$ cat config.mk
export PLATFORM = sky130hd
export DESIGN_NAME = sram_arbiter_2ch_flat
export DESIGN_NICKNAME = d
export VERILOG_FILES = /design/src/rtl/sram_arbiter_2ch_if.sv /design/src/rtl/sram_arbiter_2ch.sv /design/src/flat_wrapper.sv
export SDC_FILE = /design/constraint.sdc
export NUM_CORES = 1
export LEC_CHECK = 0
export BUFFER_PORTS_ARGS = -buffer_cell sky130_fd_sc_hd__buf_2
export CAP_MARGIN = 20
export CORE_ASPECT_RATIO = 0.7
export CORE_UTILIZATION = 41
export CTS_BUF_LIST = sky130_fd_sc_hd__clkbuf_2 sky130_fd_sc_hd__clkbuf_4 sky130_fd_sc_hd__clkbuf_8
export DETAILED_ROUTE_END_ITERATION = 8
export GPL_ROUTABILITY_DRIVEN = 0
export GPL_TIMING_DRIVEN = 0
export PLACE_DENSITY = 0.78
export SKIP_CTS_REPAIR_TIMING = 1
export SYNTH_ARGS = -nofsm -noshare
export SYNTH_HDL_FRONTEND = slang
export SYNTH_SLANG_ARGS = --single-unit
export TNS_END_PERCENT = 50
$ cat constraint.sdc
create_clock -name clk -period 1.4 [get_ports clk]
set_clock_uncertainty 0.1 [all_clocks]
set_input_delay 0.14 -clock clk [delete_from_list [all_inputs] [get_ports clk]]
set_output_delay 0.14 -clock clk [all_outputs]
set_load 0.005 [all_outputs]
$ cat src/rtl/sram_arbiter_2ch_if.sv
// Two-channel client bus plus single-port SRAM macro signals, seen from the arbiter (slave)
// and from the clients/SRAM side (master).
interface sram_arbiter_2ch_if #(
  parameter int DATAWIDTH = 8,
  parameter int ADDRWIDTH = 8
);
  logic                 req0;
  logic                 req1;
  logic                 we0;
  logic                 we1;
  logic [ADDRWIDTH-1:0] addr0;
  logic [ADDRWIDTH-1:0] addr1;
  logic [DATAWIDTH-1:0] wdata0;
  logic [DATAWIDTH-1:0] wdata1;
  logic                 gnt0;
  logic                 gnt1;
  logic                 rvalid0;
  logic                 rvalid1;
  logic [DATAWIDTH-1:0] rdata0;
  logic [DATAWIDTH-1:0] rdata1;
  logic                 init_done;
  logic                 mem_wr_en;
  logic [ADDRWIDTH-1:0] mem_addr;
  logic [DATAWIDTH-1:0] mem_din;
  logic [DATAWIDTH-1:0] mem_dout;

  modport slave (
    input  req0, req1, we0, we1, addr0, addr1, wdata0, wdata1, mem_dout,
    output gnt0, gnt1, rvalid0, rvalid1, rdata0, rdata1, init_done,
    output mem_wr_en, mem_addr, mem_din
  );

  modport master (
    output req0, req1, we0, we1, addr0, addr1, wdata0, wdata1, mem_dout,
    input  gnt0, gnt1, rvalid0, rvalid1, rdata0, rdata1, init_done,
    input  mem_wr_en, mem_addr, mem_din
  );
endinterface

$ cat src/rtl/sram_arbiter_2ch.sv
// Round-robin arbiter sharing one single-port SRAM between two channels; clears the array after reset.
// Grant is combinational, read data 1 cycle after grant; a requester holds req until granted.
module sram_arbiter_2ch #(
  parameter int DATAWIDTH = 8,
  parameter int ADDRWIDTH = 8
) (
  input  logic              clk,
  input  logic              reset,
  sram_arbiter_2ch_if.slave bus
);
  localparam int                 DEPTH    = 2 ** ADDRWIDTH;
  localparam logic [ADDRWIDTH:0] LAST_CNT = (ADDRWIDTH + 1)'(DEPTH - 1);
  localparam logic [ADDRWIDTH:0] CNT_ONE  = (ADDRWIDTH + 1)'(1);

  typedef enum logic {S_INIT, S_RUN} state_t;

  state_t               r_state;
  state_t               w_state_nxt;
  logic [ADDRWIDTH:0]   r_init_cnt;
  logic                 r_last;
  logic                 r_rvalid0;
  logic                 r_rvalid1;
  logic [DATAWIDTH-1:0] r_rdata0;
  logic [DATAWIDTH-1:0] r_rdata1;

  logic                 w_gnt0;
  logic                 w_gnt1;
  logic                 w_mem_wr_en;
  logic [ADDRWIDTH-1:0] w_mem_addr;
  logic [DATAWIDTH-1:0] w_mem_din;

  always_comb begin
    w_state_nxt = r_state;
    w_gnt0      = 1'b0;
    w_gnt1      = 1'b0;
    w_mem_wr_en = 1'b0;
    w_mem_addr  = '0;
    w_mem_din   = '0;
    case (r_state)
      S_INIT: begin
        w_mem_wr_en = 1'b1;
        w_mem_addr  = r_init_cnt[ADDRWIDTH-1:0];
        if (r_init_cnt == LAST_CNT) begin
          w_state_nxt = S_RUN;
        end
      end
      S_RUN: begin
        // On contention the channel not served last wins; r_last resets to 1 so ch0 wins first.
        if (bus.req0 && (!bus.req1 || r_last)) begin
          w_gnt0 = 1'b1;
        end else if (bus.req1) begin
          w_gnt1 = 1'b1;
        end
        if (w_gnt0) begin
          w_mem_wr_en = bus.we0;
          w_mem_addr  = bus.addr0;
          w_mem_din   = bus.wdata0;
        end else if (w_gnt1) begin
          w_mem_wr_en = bus.we1;
          w_mem_addr  = bus.addr1;
          w_mem_din   = bus.wdata1;
        end
      end
      default: w_state_nxt = S_INIT;
    endcase
  end

  always_ff @(posedge clk) begin
    if (reset) begin
      r_state    <= S_INIT;
      r_init_cnt <= '0;
      r_last     <= 1'b1;
      r_rvalid0  <= 1'b0;
      r_rvalid1  <= 1'b0;
      r_rdata0   <= '0;
      r_rdata1   <= '0;
    end else begin
      r_state <= w_state_nxt;
      if (r_state == S_INIT) begin
        r_init_cnt <= r_init_cnt + CNT_ONE;
      end
      if (w_gnt0) begin
        r_last <= 1'b0;
      end else if (w_gnt1) begin
        r_last <= 1'b1;
      end
      // Async SRAM read: mem_dout already reflects the granted address at this edge.
      r_rvalid0 <= w_gnt0 && !bus.we0;
      r_rvalid1 <= w_gnt1 && !bus.we1;
      if (w_gnt0 && !bus.we0) begin
        r_rdata0 <= bus.mem_dout;
      end
      if (w_gnt1 && !bus.we1) begin
        r_rdata1 <= bus.mem_dout;
      end
    end
  end

  assign bus.gnt0      = w_gnt0;
  assign bus.gnt1      = w_gnt1;
  assign bus.rvalid0   = r_rvalid0;
  assign bus.rvalid1   = r_rvalid1;
  assign bus.rdata0    = r_rdata0;
  assign bus.rdata1    = r_rdata1;
  assign bus.init_done = (r_state == S_RUN);
  assign bus.mem_wr_en = w_mem_wr_en;
  assign bus.mem_addr  = w_mem_addr;
  assign bus.mem_din   = w_mem_din;
endmodule

$ cat src/flat_wrapper.sv
// flat-port wrapper written by rule: the top's interface ports become plain ports
module sram_arbiter_2ch_flat 
#(
  parameter int DATAWIDTH = 8,
  parameter int ADDRWIDTH = 8
)
  (clk, reset, bus_req0, bus_req1, bus_we0, bus_we1, bus_addr0, bus_addr1, bus_wdata0, bus_wdata1, bus_mem_dout, bus_gnt0, bus_gnt1, bus_rvalid0, bus_rvalid1, bus_rdata0, bus_rdata1, bus_init_done, bus_mem_wr_en, bus_mem_addr, bus_mem_din);
  sram_arbiter_2ch_if #(.DATAWIDTH(DATAWIDTH), .ADDRWIDTH(ADDRWIDTH)) bus_i ();
  input  logic clk;
  input  logic reset;
  input wire logic [$bits(bus_i.req0)-1:0] bus_req0;
  input wire logic [$bits(bus_i.req1)-1:0] bus_req1;
  input wire logic [$bits(bus_i.we0)-1:0] bus_we0;
  input wire logic [$bits(bus_i.we1)-1:0] bus_we1;
  input wire logic [$bits(bus_i.addr0)-1:0] bus_addr0;
  input wire logic [$bits(bus_i.addr1)-1:0] bus_addr1;
  input wire logic [$bits(bus_i.wdata0)-1:0] bus_wdata0;
  input wire logic [$bits(bus_i.wdata1)-1:0] bus_wdata1;
  input wire logic [$bits(bus_i.mem_dout)-1:0] bus_mem_dout;
  output wire logic [$bits(bus_i.gnt0)-1:0] bus_gnt0;
  output wire logic [$bits(bus_i.gnt1)-1:0] bus_gnt1;
  output wire logic [$bits(bus_i.rvalid0)-1:0] bus_rvalid0;
  output wire logic [$bits(bus_i.rvalid1)-1:0] bus_rvalid1;
  output wire logic [$bits(bus_i.rdata0)-1:0] bus_rdata0;
  output wire logic [$bits(bus_i.rdata1)-1:0] bus_rdata1;
  output wire logic [$bits(bus_i.init_done)-1:0] bus_init_done;
  output wire logic [$bits(bus_i.mem_wr_en)-1:0] bus_mem_wr_en;
  output wire logic [$bits(bus_i.mem_addr)-1:0] bus_mem_addr;
  output wire logic [$bits(bus_i.mem_din)-1:0] bus_mem_din;
  assign bus_i.req0 = bus_req0;
  assign bus_i.req1 = bus_req1;
  assign bus_i.we0 = bus_we0;
  assign bus_i.we1 = bus_we1;
  assign bus_i.addr0 = bus_addr0;
  assign bus_i.addr1 = bus_addr1;
  assign bus_i.wdata0 = bus_wdata0;
  assign bus_i.wdata1 = bus_wdata1;
  assign bus_i.mem_dout = bus_mem_dout;
  assign bus_gnt0 = bus_i.gnt0;
  assign bus_gnt1 = bus_i.gnt1;
  assign bus_rvalid0 = bus_i.rvalid0;
  assign bus_rvalid1 = bus_i.rvalid1;
  assign bus_rdata0 = bus_i.rdata0;
  assign bus_rdata1 = bus_i.rdata1;
  assign bus_init_done = bus_i.init_done;
  assign bus_mem_wr_en = bus_i.mem_wr_en;
  assign bus_mem_addr = bus_i.mem_addr;
  assign bus_mem_din = bus_i.mem_din;
  sram_arbiter_2ch #(.DATAWIDTH(DATAWIDTH), .ADDRWIDTH(ADDRWIDTH)) u_core (.clk(clk), .reset(reset), .bus(bus_i));
endmodule
==> results of run 1 <==
==> registers in the layout, indices dropped and copies added (netlist names) <==
name,count
u_core.r_last,1
u_core.bus.rvalid1,1
u_core.bus.init_done,1
u_core.r_init_cnt,9
u_core.bus.rdata1,8
u_core.bus.rdata0,8
u_core.bus.rvalid0,1
==> path summary, 6_finish.rpt <==
path,endpoint,slack (ps),depth (start not counted)
min reg2reg,u_core.bus.rdata0[2],370,2
min,u_core.bus.rdata1[1],50,3
max reg2reg,u_core.r_init_cnt[8],-10,7
max,bus_mem_addr[2],-290,5
==> report_power, final <==
| part | internal [uW] | switching, uW |
|---|---|---|
| combinational | 84.5 | 66.7 |
| clock | 443 | 289 |
| sequential | 831 | 11.0 |
| total | 1360 | 366 |
==> metrics by stage <==
step	area [um^2]	worst slack, ps	TNS (ps)	hold slack, ps	utilization (%)
floorplan	1530	74.4	0	216	-
global placement	2000	-153	-1910	327	56.5
detailed placement	2000	-151	-1890	335	56.5
CTS	2100	-453	-7680	43.4	59.4
global route	2200	-328	-5970	65.6	62.3
finish	2200	-291	-4290	53.0	62.3
==> layout make-up <==
type | instances | area [um^2] | share of cell area, %
inverters | 2 | 11.3 | 0.511
repair buffers | 87 | 452 | 20.5
plain buffers | 11 | 92.6 | 4.20
multi-input cells | 123 | 893 | 40.5
flip-flops and latches | 29 | 592 | 26.8
clock buffers | 7 | 96.3 | 4.37
well taps | 50 | 62.6 | 2.84
clock inverters | 1 | 5.00 | 0.227
==> metal layers <==
metal / GRT usage (%) / wire (um) / vias to the layer above
li1: - / - / 774
met1: 27.3 / 1970 / 708
met2: 27.5 / 1760 / 33
met3: 5.14 / 153 / 2
met4: 4.72 / 17 / 0
met5: 0 / 0 / -
==> layout by cell type, fill, tap and decap left out, types with 2 or more instances in the layout <==
cell                        instances
sky130_fd_sc_hd__dfxtp_1           24
sky130_fd_sc_hd__buf_4              5
sky130_fd_sc_hd__nand2_1            4
sky130_fd_sc_hd__a22o_1             8
sky130_fd_sc_hd__or3_1              3
sky130_fd_sc_hd__nand4_1            2
sky130_fd_sc_hd__nor2b_1            3
sky130_fd_sc_hd__mux2i_1           17
sky130_fd_sc_hd__a211o_1            2
sky130_fd_sc_hd__a21oi_1            4
sky130_fd_sc_hd__xor2_1             3
sky130_fd_sc_hd__nand3_1            4
sky130_fd_sc_hd__o2bb2ai_1          6
sky130_fd_sc_hd__buf_6              7
sky130_fd_sc_hd__clkbuf_1           2
sky130_fd_sc_hd__buf_2             84
sky130_fd_sc_hd__clkbuf_8           7
sky130_fd_sc_hd__dfxtp_2            3
sky130_fd_sc_hd__nor2_1            17
sky130_fd_sc_hd__o211ai_1           2
sky130_fd_sc_hd__a31oi_1            5
sky130_fd_sc_hd__dfxtp_4            2
sky130_fd_sc_hd__o21ai_0            3
sky130_fd_sc_hd__nand2b_1          24
==> cell families (layout without fill, tap and decap cells) <==
logic type      after synthesis  in the layout  share of synthesized area [%]
xor+xnor                      4              4                           2.30
mux                          17             17                           11.2
fa+ha+maj                     2              2                           1.64
flops                        29             29                           38.1
simple gates                 66             67                           24.7
buf+inv                      14            108                           5.99
compound gates               33             33                           16.2
==> critical path: cells and delay by family, from the launching register on <==
family,cells,cell delay (ps)
flops,1,360
simple gates,2,280
compound gates,1,280
buf+inv,2,260
==> metrics list, run 1 <==
- Outcome: finished with violations
- Failing checks: setup timing
* Number of nets still failing antenna checks after routing: 0
- After layout, the worst path uses 121% of the clock period.
- In the routed design, unresolved DRC markers number 0.
- After layout, the worst setup slack is -291 ps.
- Syn nets: 213
* Total routing resource utilization after global routing: 18.9%
- Series of cell instances along the critical path: nand2b_4 -> buf_6 -> and2_4 -> a221o_1 -> buf_2
- The repair_antennas step left the layout with diodes totalling 0.
* Layout Cells excl Fill: 310
- For this run, the slowest stage of the critical path takes 360 ps.
- Counting along the longest clock path gives a buffer depth of 2.
- Number of fillers in the final layout: 337
- Antenna violations before repair: 0
* Boundary Pins: 84
* Detailed Routing Iterations Pass 1: 4
* Critical Path Source: u_core.r_last
- Data on the critical path is required at its endpoint by 1160 ps.
- In this run the clock root is driven by a sky130_fd_sc_hd__clkbuf_8.
- Number of global-route vias before repair: 1197
* First-pass GRT wire length: 5570 um
* H-Tree Level Count: 2
- Maximum clock rate: 591 MHz
- Vert. Die Dim: 53.0 um
* Initial standard-cell utilization of the core: 43.1%
* Core Box Area: 3540 um^2
- Fraction of final layout cells with drive strength greater than 1: 46.2%
- The die covers 3970 um^2.
- Vias per std cell: 4.89
- Count of cell types in the netlist: 33
- Cell area power density: 782 nW/um^2
- Synth Area per Inst: 9.24 um^2
* Total leakage power: 0.00109 uW
- TritonCTS clock tree: done
* Async set or reset register ratio after synthesis: 0%
- Final total power: 1720 uW
- Shortest clock period the worst path allows after layout: 1690 ps
- The clock net in this run drives a total of 29 sinks.
- Area contributors post-synth: sky130_fd_sc_hd__dfxtp_1, sky130_fd_sc_hd__mux2i_1, sky130_fd_sc_hd__nand2b_1, sky130_fd_sc_hd__a22o_1, sky130_fd_sc_hd__nor2_1
- The count of endpoints failing hold in the final timing report came to 0.
* Most frequently used flop master after synthesis: sky130_fd_sc_hd__dfxtp_1
- Cell with the largest stage delay on the worst path: sky130_fd_sc_hd__dfxtp_4
- During synthesis, Yosys emitted a total of 0 warnings.
- Most repeated cell in the gate-level netlist after synthesis: sky130_fd_sc_hd__dfxtp_1
- Post-Syn Instances: 165
* Largest fanout on the critical path: 8
- After clock tree synthesis, the clock-pin slew on the worst setup and hold paths is 60 ps.
* Drt first-iter violations: 50
- Detailed routing inserted a total of 1517 vias.
- Counting tap cells, the placed design contains a total of 297 instances.
- The area growth from synthesis to layout is 44.5%.
* Worst slew margin relative to its limit: 76.5%
- The synthesized design contains 0 enable-type register cells.
- The worst register-to-register path begins at u_core.r_init_cnt[0].
- For the worst-skew pair, the clock arrives at the later sink with an insertion delay of 270 ps.
- Register bit total from synthesis: 29
- Setup repair after global routing could not meet its margin everywhere.
- Summing the sequential cell areas from Yosys gives 38.1% of the chip area.
- Number of rows created at floorplan: 18
- CP Class: reg -> out
* Slew of the pin with the lowest slew margin: 353 ps
- Largest net degree at the start of global routing: 11
- Summed over all layers, the routed wires come to 3910 um.
- The startpoint identified for the worst hold timing path is bus_mem_dout[1].
- In this run the worst hold path is classified as in -> reg.
- The number of max-slew violations in the final report is 0.
- Worst Setup Start Kind: flip-flop
- Setup violations remaining at the end of the flow were counted as 20.
- The die is 74.9 um wide.
- Global-route congestion overflow total: 0
- The final layout contains 307 nets.
* Cell accounting for the most synthesized area: sky130_fd_sc_hd__dfxtp_1
- Total standard cell area after synthesis: 1530 um^2
- Dividing the detail-routed wire length by the instance count gives 12.6 um.
* Number of CTS-inserted buffers: 5
- # port buffers: 82
* Arrival time reported for the critical path endpoint: 1450 ps
* Max-Cap Viols: 0
* Kind of capture point of the worst setup path: output pin
- Commonest cells in the netlist: sky130_fd_sc_hd__dfxtp_1, sky130_fd_sc_hd__nand2b_1, sky130_fd_sc_hd__mux2i_1, sky130_fd_sc_hd__nor2_1, sky130_fd_sc_hd__a22o_1
- Dpl hpwl: 2820 um
* Share of the synthesized area in the top cell type: 38.1%
* Worst supply voltage drop on vdd: 0.583 mV
No activity file was read; power rests on OpenSTA's default activity.
==> inputs of run 2 (changes only) <==
- CORE_UTILIZATION: 41 -> 35
- PLACE_DENSITY: 0.78 -> 0.68
==> run 2 against run 1 <==
  * The run still ends with setup timing left
  * Core utilization down 7.1 points
  * Sequential power about the same
  * Die area up 17%
  * Sequential share of layout area about the same
  * Via count down 1.3%
  * Critical endpoint unchanged
==> metrics list, run 2 (synthesis gave the netlist of run 1 again) <==
* Number of nets still failing antenna checks after routing: 0
* Worst-skew pair later-pin latency: 270 ps
- Flip-flop count of the largest register after layout: 9
- Slew Limit Fails: 0
- The pre-antenna-repair detailed-routing pass consisted of 4 iterations.
* Post-placement setup slack: -175 ps
- STA classifies the critical path endpoint as an output pin.
* Most common cell after layout, fill and taps aside: sky130_fd_sc_hd__buf_2
- Total routing resource utilization after global routing: 18.5%
- Cells fill 55.2% of the core in the end.
* CP Class: reg -> out
* Capture point of the worst reg-to-reg path: u_core.bus.rdata0[6]
- Setup repair after global routing missed its margin: yes
- In this run the power density over the cells is 777 nW/um^2.
- Global routing used 25.5% of the available met1 tracks.
- Across the VDD grid, the largest voltage drop is 0.545 mV.
- Entering global routing, the biggest net connects 11 pins.
* Vias per std cell: 4.81
* Slew of the pin with the lowest slew margin: 354 ps
- The design draws 1730 uW.
- Total routed wirelength: 4010 um
* Arrival time reported for the critical path endpoint: 1450 ps
- Clock-pin slew was measured on the worst setup and hold paths at 60 ps.
* Core Box Area: 4040 um^2
- Max-Cap Viols: 0
* Period utilisation layout: 121%
- Crit path setup slack, layout: -292 ps
* Worst min path class: in -> reg
- The worst hold path begins at bus_mem_dout[0].
- Number of global-route vias before repair: 1441
- TritonCTS built the clock tree.
- Counting every sink on the clock net gives 29.
* Boundary Pins: 84
- Dpl hpwl: 3070 um
- After global routing, the most crowded layer is met2.
- The first global-routing pass estimated 6510 um of wire.
- The startpoint identified for the worst register-to-register timing path is u_core.bus.init_done.
- Layout Area Growth over Synthesis: 46.3%
- Along the worst path, the maximum fanout reaches 5.
* Drt first-iter violations: 35
- Vias after detailed routing: 1497
* Worst slew margin relative to its limit: 76.4%
* DRC violation count after routing: 0
- Maximum clock rate: 591 MHz
* Register ranked first by flip-flop count: u_core.r_init_cnt
* CP required: 1160 ps
- Setup violations remaining at the end of the flow were counted as 19.
- Hold endpoint: u_core.bus.rdata1[0]
- Outcome: finished with violations
- Top library cells by usage in the layout, fill and taps aside: sky130_fd_sc_hd__buf_2, sky130_fd_sc_hd__nand2b_1, sky130_fd_sc_hd__dfxtp_1
- Summed over all layers, the global routing overflow is 0.
* Fraction of final layout cells with drive strength greater than 1: 47.9%
* Total leakage power: 0.00108 uW
* Horizontal die dimension: 80.9 um
- Shortest clock period the worst path allows after layout: 1690 ps
- The worst register-to-register path has a depth of 4.
- For this run, global-route usage on met2 was measured as 28.3%.
* Routed wire per std cell: 12.9 um
- Number of CTS-inserted buffers: 5
* Failing checks: setup timing
* Antenna violations before repair: 0
- The clock passes through at most 2 buffers.
- Worst Setup Start Kind: flip-flop
- Number of antenna cells inserted: 0
- The H-tree was split into 2 levels.
- CTS placed an instance of sky130_fd_sc_hd__clkbuf_8 at the clock tree root.
- Row generation in the floorplan step produced 19 rows.
* Met3 track demand over resource in global routing: 4.80%
- Die outline area: 4630 um^2
* Cell depth of the worst hold path: 3
* Register-to-register path setup slack: 60 ps
- # port buffers: 82
- Initial standard-cell utilization of the core: 37.7%
* Nets: 306
- The die is 57.2 um tall.
- The count of endpoints failing hold in the final timing report came to 0.
run 2: final cells by class:
type / instances / area, um^2
fillers: 397 / 1810
plain buffers: 11 / 92.6
multi-input cells: 122 / 905
clock buffers: 7 / 96.3
well taps: 52 / 65.1
flip-flops and latches: 29 / 598
repair buffers: 87 / 458
clock inverters: 1 / 5.00
inverters: 2 / 11.3
run 2: power breakdown:
group	switching [uW]	leakage (uW)	internal (uW)
sequential	13.4	0.000238	830
clock	292	0.0000542	443
combinational	67.3	0.000793	86.9
run 2: worst max-delay path, cell delays in order (launching register included):
cell	delay, ps
sky130_fd_sc_hd__dfxtp_4	350
sky130_fd_sc_hd__nand2b_4	140
sky130_fd_sc_hd__buf_6	120
sky130_fd_sc_hd__and2_4	160
sky130_fd_sc_hd__a221o_1	290
sky130_fd_sc_hd__buf_2	130
run 2: how the worst max path moves through the flow:
stage                         startpoint                    to  slack, ps  depth (start not counted)
finish                     u_core.r_last       bus_mem_addr[2]       -290                          5
global route               u_core.r_last       bus_mem_addr[2]       -360                          5
CTS                 u_core.bus.init_done       bus_mem_addr[3]       -480                          5
detailed placement  u_core.bus.init_done       bus_mem_addr[3]       -170                          5
global placement    u_core.bus.init_done        bus_mem_din[5]       -160                          5
floorplan           u_core.r_init_cnt[0]  u_core.r_init_cnt[8]         70                          7
run 2: stage by stage:
stage | TNS (ps) | instances | instance area, um^2 | hold slack [ps]
6_report | -3940 | 311 | 2230 | 54.5
5_1_grt | -5880 | 311 | 2230 | 54.8
4_1_cts | -7900 | 307 | 2100 | 46.2
3_5_place_dp | -2090 | 299 | 2000 | 336
3_3_place_gp | -1910 | 299 | 2000 | 327
2_1_floorplan | 0 | 165 | 1530 | 216
run 2: metal layers:
layer / routed length, um / part of all wire, %
met2: 1810 / 45
met5: 0 / 0
met4: 22 / 0.55
met1: 2080 / 52
met3: 96 / 2.4
==> inputs of run 3 (changes only) <==
--- a/config.mk
+++ b/config.mk
@@ -6,4 +6,5 @@
 export NUM_CORES = 1
 export LEC_CHECK = 0
+export ABC_AREA = 1
 export BUFFER_PORTS_ARGS = -buffer_cell sky130_fd_sc_hd__buf_2
 export CAP_MARGIN = 20
@@ -14,5 +15,5 @@
 export GPL_ROUTABILITY_DRIVEN = 0
 export GPL_TIMING_DRIVEN = 0
-export PLACE_DENSITY = 0.68
+export PLACE_DENSITY = 0.67
 export SKIP_CTS_REPAIR_TIMING = 1
 export SYNTH_ARGS = -nofsm -noshare
==> constraint.sdc (replaced) <==
create_clock -name clk -period 1.4 [get_ports clk]
set_clock_uncertainty 0.1 [all_clocks]
set_input_delay 0.28 -clock clk [delete_from_list [all_inputs] [get_ports clk]]
set_output_delay 0.28 -clock clk [all_outputs]
set_load 0.005 [all_outputs]
==> run 3 against run 2 <==
  * The run still ends with setup timing left
  * Clock power shrank 8.7%
  * Flip-flop and latch count is the same
  * Sequential share of layout area shrank 1.6 points
  * Design area grew 4.8%
  * Highest routed layer unchanged
  * Core utilization shrank 1.8 points
  * Synthesized area grew 5.6%
  * Clock-buffer cell count shrank 1
  * Wire length grew 4.2%
  * Combinational power is essentially flat
  * Non-clock buffer count shrank 1
  * Global-route usage shrank 1.4 points
  * Synthesized cell count grew 59%
==> metrics list, run 3 <==
- Maximum clock rate: 567 MHz
- The region available for standard cell placement spans 4380 um^2.
* Slew of the pin with the lowest slew margin: 222 ps
- Shortest clock period the worst path allows after layout: 1760 ps
* Crit path to: bus_mem_addr[7]
- Averaged over all synthesized cells, the footprint is 6.12 um^2.
* Period utilisation layout: 126%
- Drt first-iter violations: 47
- Number of CTS-inserted buffers: 5
* Final total power: 1670 uW
- After detailed routing, the number of remaining DRC violations is 0.
- Cell with the largest stage delay on the worst path: sky130_fd_sc_hd__dfxtp_2
* TritonCTS clock tree: done
- The most used flip-flop cell after synthesis is sky130_fd_sc_hd__dfxtp_1.
- The biggest area contributor in the post-synthesis netlist is sky130_fd_sc_hd__dfxtp_1.
* Horizontal die dimension: 83.1 um
- Number of antenna cells inserted: 0
* Slew Limit Fails: 0
- Entering global routing, the biggest net connects 11 pins.
* Total routed wirelength: 4170 um
- Summed negative setup slack over all endpoints: -6230 ps
- Headroom to the max-slew limit came out at 85.1%.
- Most common cell after layout, fill and taps aside: sky130_fd_sc_hd__buf_2
- The number of nets in the synthesized netlist is 311.
- STA classifies the critical path endpoint as an output pin.
- The worst register-to-register path ends at u_core.r_init_cnt[8].
- Min-Delay Startpoint: bus_mem_dout[7]
* Largest fanout on the critical path: 7
- Counting instances in the post-synthesis netlist gives the leading cell types as sky130_fd_sc_hd__nand2_1, sky130_fd_sc_hd__inv_1, sky130_fd_sc_hd__nor2_1.
* Global-route congestion overflow total: 0
- Most repeated cell in the gate-level netlist after synthesis: sky130_fd_sc_hd__nand2_1
- Synthesis produced 263 cells.
- After the last flow step, the layout net total stands at 405.
- Total leakage power: 0.00136 uW
- Vias after detailed routing: 1798
* Boundary Pins: 84
* H-Tree Level Count: 2
- The number of global-route vias before repair is 1560.
* Worst hold slack across all endpoints: 156 ps
* Number of fillers in the final layout: 442
- Area contributors post-synth: sky130_fd_sc_hd__dfxtp_1, sky130_fd_sc_hd__nand2_1, sky130_fd_sc_hd__inv_1, sky130_fd_sc_hd__nor2_1, sky130_fd_sc_hd__nand3_1
* First-pass GRT wire length: 6660 um
* Fraction of final layout cells with drive strength greater than 1: 37.4%
* Vias per std cell: 4.35
- Dpl hpwl: 3200 um
* Register-to-register path setup slack: 30 ps
- Area taken by flip-flops and latches: 591 um^2
- The largest single stage delay on the critical path is 360 ps.
* Critical Path Source: u_core.r_last
- Prior to clock tree synthesis, the placed netlist has a worst setup slack of -231 ps.
- Cells fill 53.4% of the core in the end.
- The die covers 4880 um^2.
* Most numerous cell on the critical path: sky130_fd_sc_hd__nand2_4
- Initial standard-cell utilization of the core: 36.8%
* Worst reg2reg startpoint: u_core.r_init_cnt[0]
- Routed wire per std cell: 10.1 um
- The worst setup path is of the reg -> out kind.
* Total standard cell area after synthesis: 1610 um^2
- Series of cell instances along the critical path: inv_2 -> nand2_4 -> nand2_4 -> nor2_4 -> buf_12 -> nand2_1 -> nand3_1 -> buf_2
- Worst supply voltage drop on vdd: 0.446 mV
* Failing checks: setup timing
- Setup repair after global routing could not meet its margin everywhere.
- Synth Warn #: 0
- The register with the most flip-flops in the layout has 9 of them.
* Register ranked first by flip-flop count: u_core.r_init_cnt
- Top library cells by usage in the layout, fill and taps aside: sky130_fd_sc_hd__buf_2, sky130_fd_sc_hd__nand2_1, sky130_fd_sc_hd__inv_1, sky130_fd_sc_hd__nor2_1, sky130_fd_sc_hd__dfxtp_1
- Worst-skew pair later-pin latency: 270 ps
* Maximum buffer depth of the clock tree: 2
- Number of rows created at floorplan: 20
* Arrival time reported for the critical path endpoint: 1380 ps
- The worst hold path belongs to the class in -> reg.
* Area occupied by multi-input gates: 861 um^2
* Layout Area Growth over Synthesis: 45.2%
- Vert. Die Dim: 58.8 um
- After layout, the worst setup slack is -364 ps.
- Final count of negative-setup-slack endpoints: 19
* Detailed Routing Iterations Pass 1: 5
- Number of enable-type register cells in the synthesized netlist: 0
- In this run, synthesis produced a sequential element count of 29.
- Max-Cap Viols: 0
- Across every metal layer, demand over resource in global routing totals 17.0%.
- STA puts the critical path data required time at 1020 ps.
- The count of endpoints failing hold in the final timing report came to 0.
* Count of cell types in the netlist: 23
- Measured in cells, the most critical reg-to-reg path has a length of 6.
- The initial antenna violation count came to 0.
* Sequential element share of the synthesized area: 36.1%
- The detail route stage leaves a number of antenna-violating nets equal to 0.
* Share of the synthesized area in the top cell type: 36.1%
- The run finished, with violations left.
- Clock Pin Slew Worst Setup and Hold Paths: 70 ps
* Clk sink count: 29
- Power spread over the standard cell area amounts to 716 nW/um^2.
- Worst Setup Start Kind: flip-flop
- # port buffers: 82
* Root buf cell: sky130_fd_sc_hd__clkbuf_8
- After synthesis, the share of flip-flops with an asynchronous set or reset is 0%.
run 3: final cells by class:
type,instances,area share (%)
clock buffers,6,3.26
flip-flops and latches,29,25.3
inverters,46,7.70
repair buffers,87,20.1
clock inverters,2,0.428
multi-input cells,178,36.8
plain buffers,10,3.48
well taps,55,2.94
run 3: cell families after synthesis:
group                      synth area share (%)
DFF                                        36.1
AOI/OAI and AO/OA                          4.04
and+or+nand+nor                            42.9
adders and majority gates                  1.55
buffers and inverters                      15.5
run 3: metrics by stage:
step / cell area (um^2) / instances
detailed placement: 2090 / 400
global placement: 2090 / 400
CTS: 2180 / 408
finish: 2340 / 413
global route: 2340 / 413
floorplan: 1610 / 263
run 3: per-layer routing:
| layer | track usage (%) | part of all wire, % | vias to the layer above | wire [um] |
|---|---|---|---|---|
| li1 | - | - | 977 | - |
| met1 | 22.3 | 48 | 782 | 2020 |
| met2 | 27.2 | 44 | 37 | 1840 |
| met3 | 6.59 | 6.8 | 2 | 284 |
| met4 | 3.20 | 0.58 | 0 | 24 |
| met5 | 0 | 0 | - | 0 |
run 3: worst min path at each step:
stage	endpoint	slack, ps	depth (start not counted)
after CTS	u_core.bus.rdata0[7]	160	3
after floorplan	u_core.bus.rdata0[0]	310	2
after global routing	u_core.bus.rdata0[7]	150	3
final	u_core.bus.rdata0[7]	160	3
after global placement	u_core.r_init_cnt[6]	350	2
after detailed placement	u_core.r_init_cnt[6]	350	2
run 3: power breakdown:
group          switching [uW]  leakage, uW  internal [uW]
combinational            80.7      0.00108           76.7
sequential               12.1     0.000235            833
clock                     308    0.0000484            363
run 3: worst max-delay path, delay by kind of cell (launching register included):
kind	cells	cell delay (ps)
and+or+nand+nor	5	440
DFF	1	360
buffers and inverters	3	310
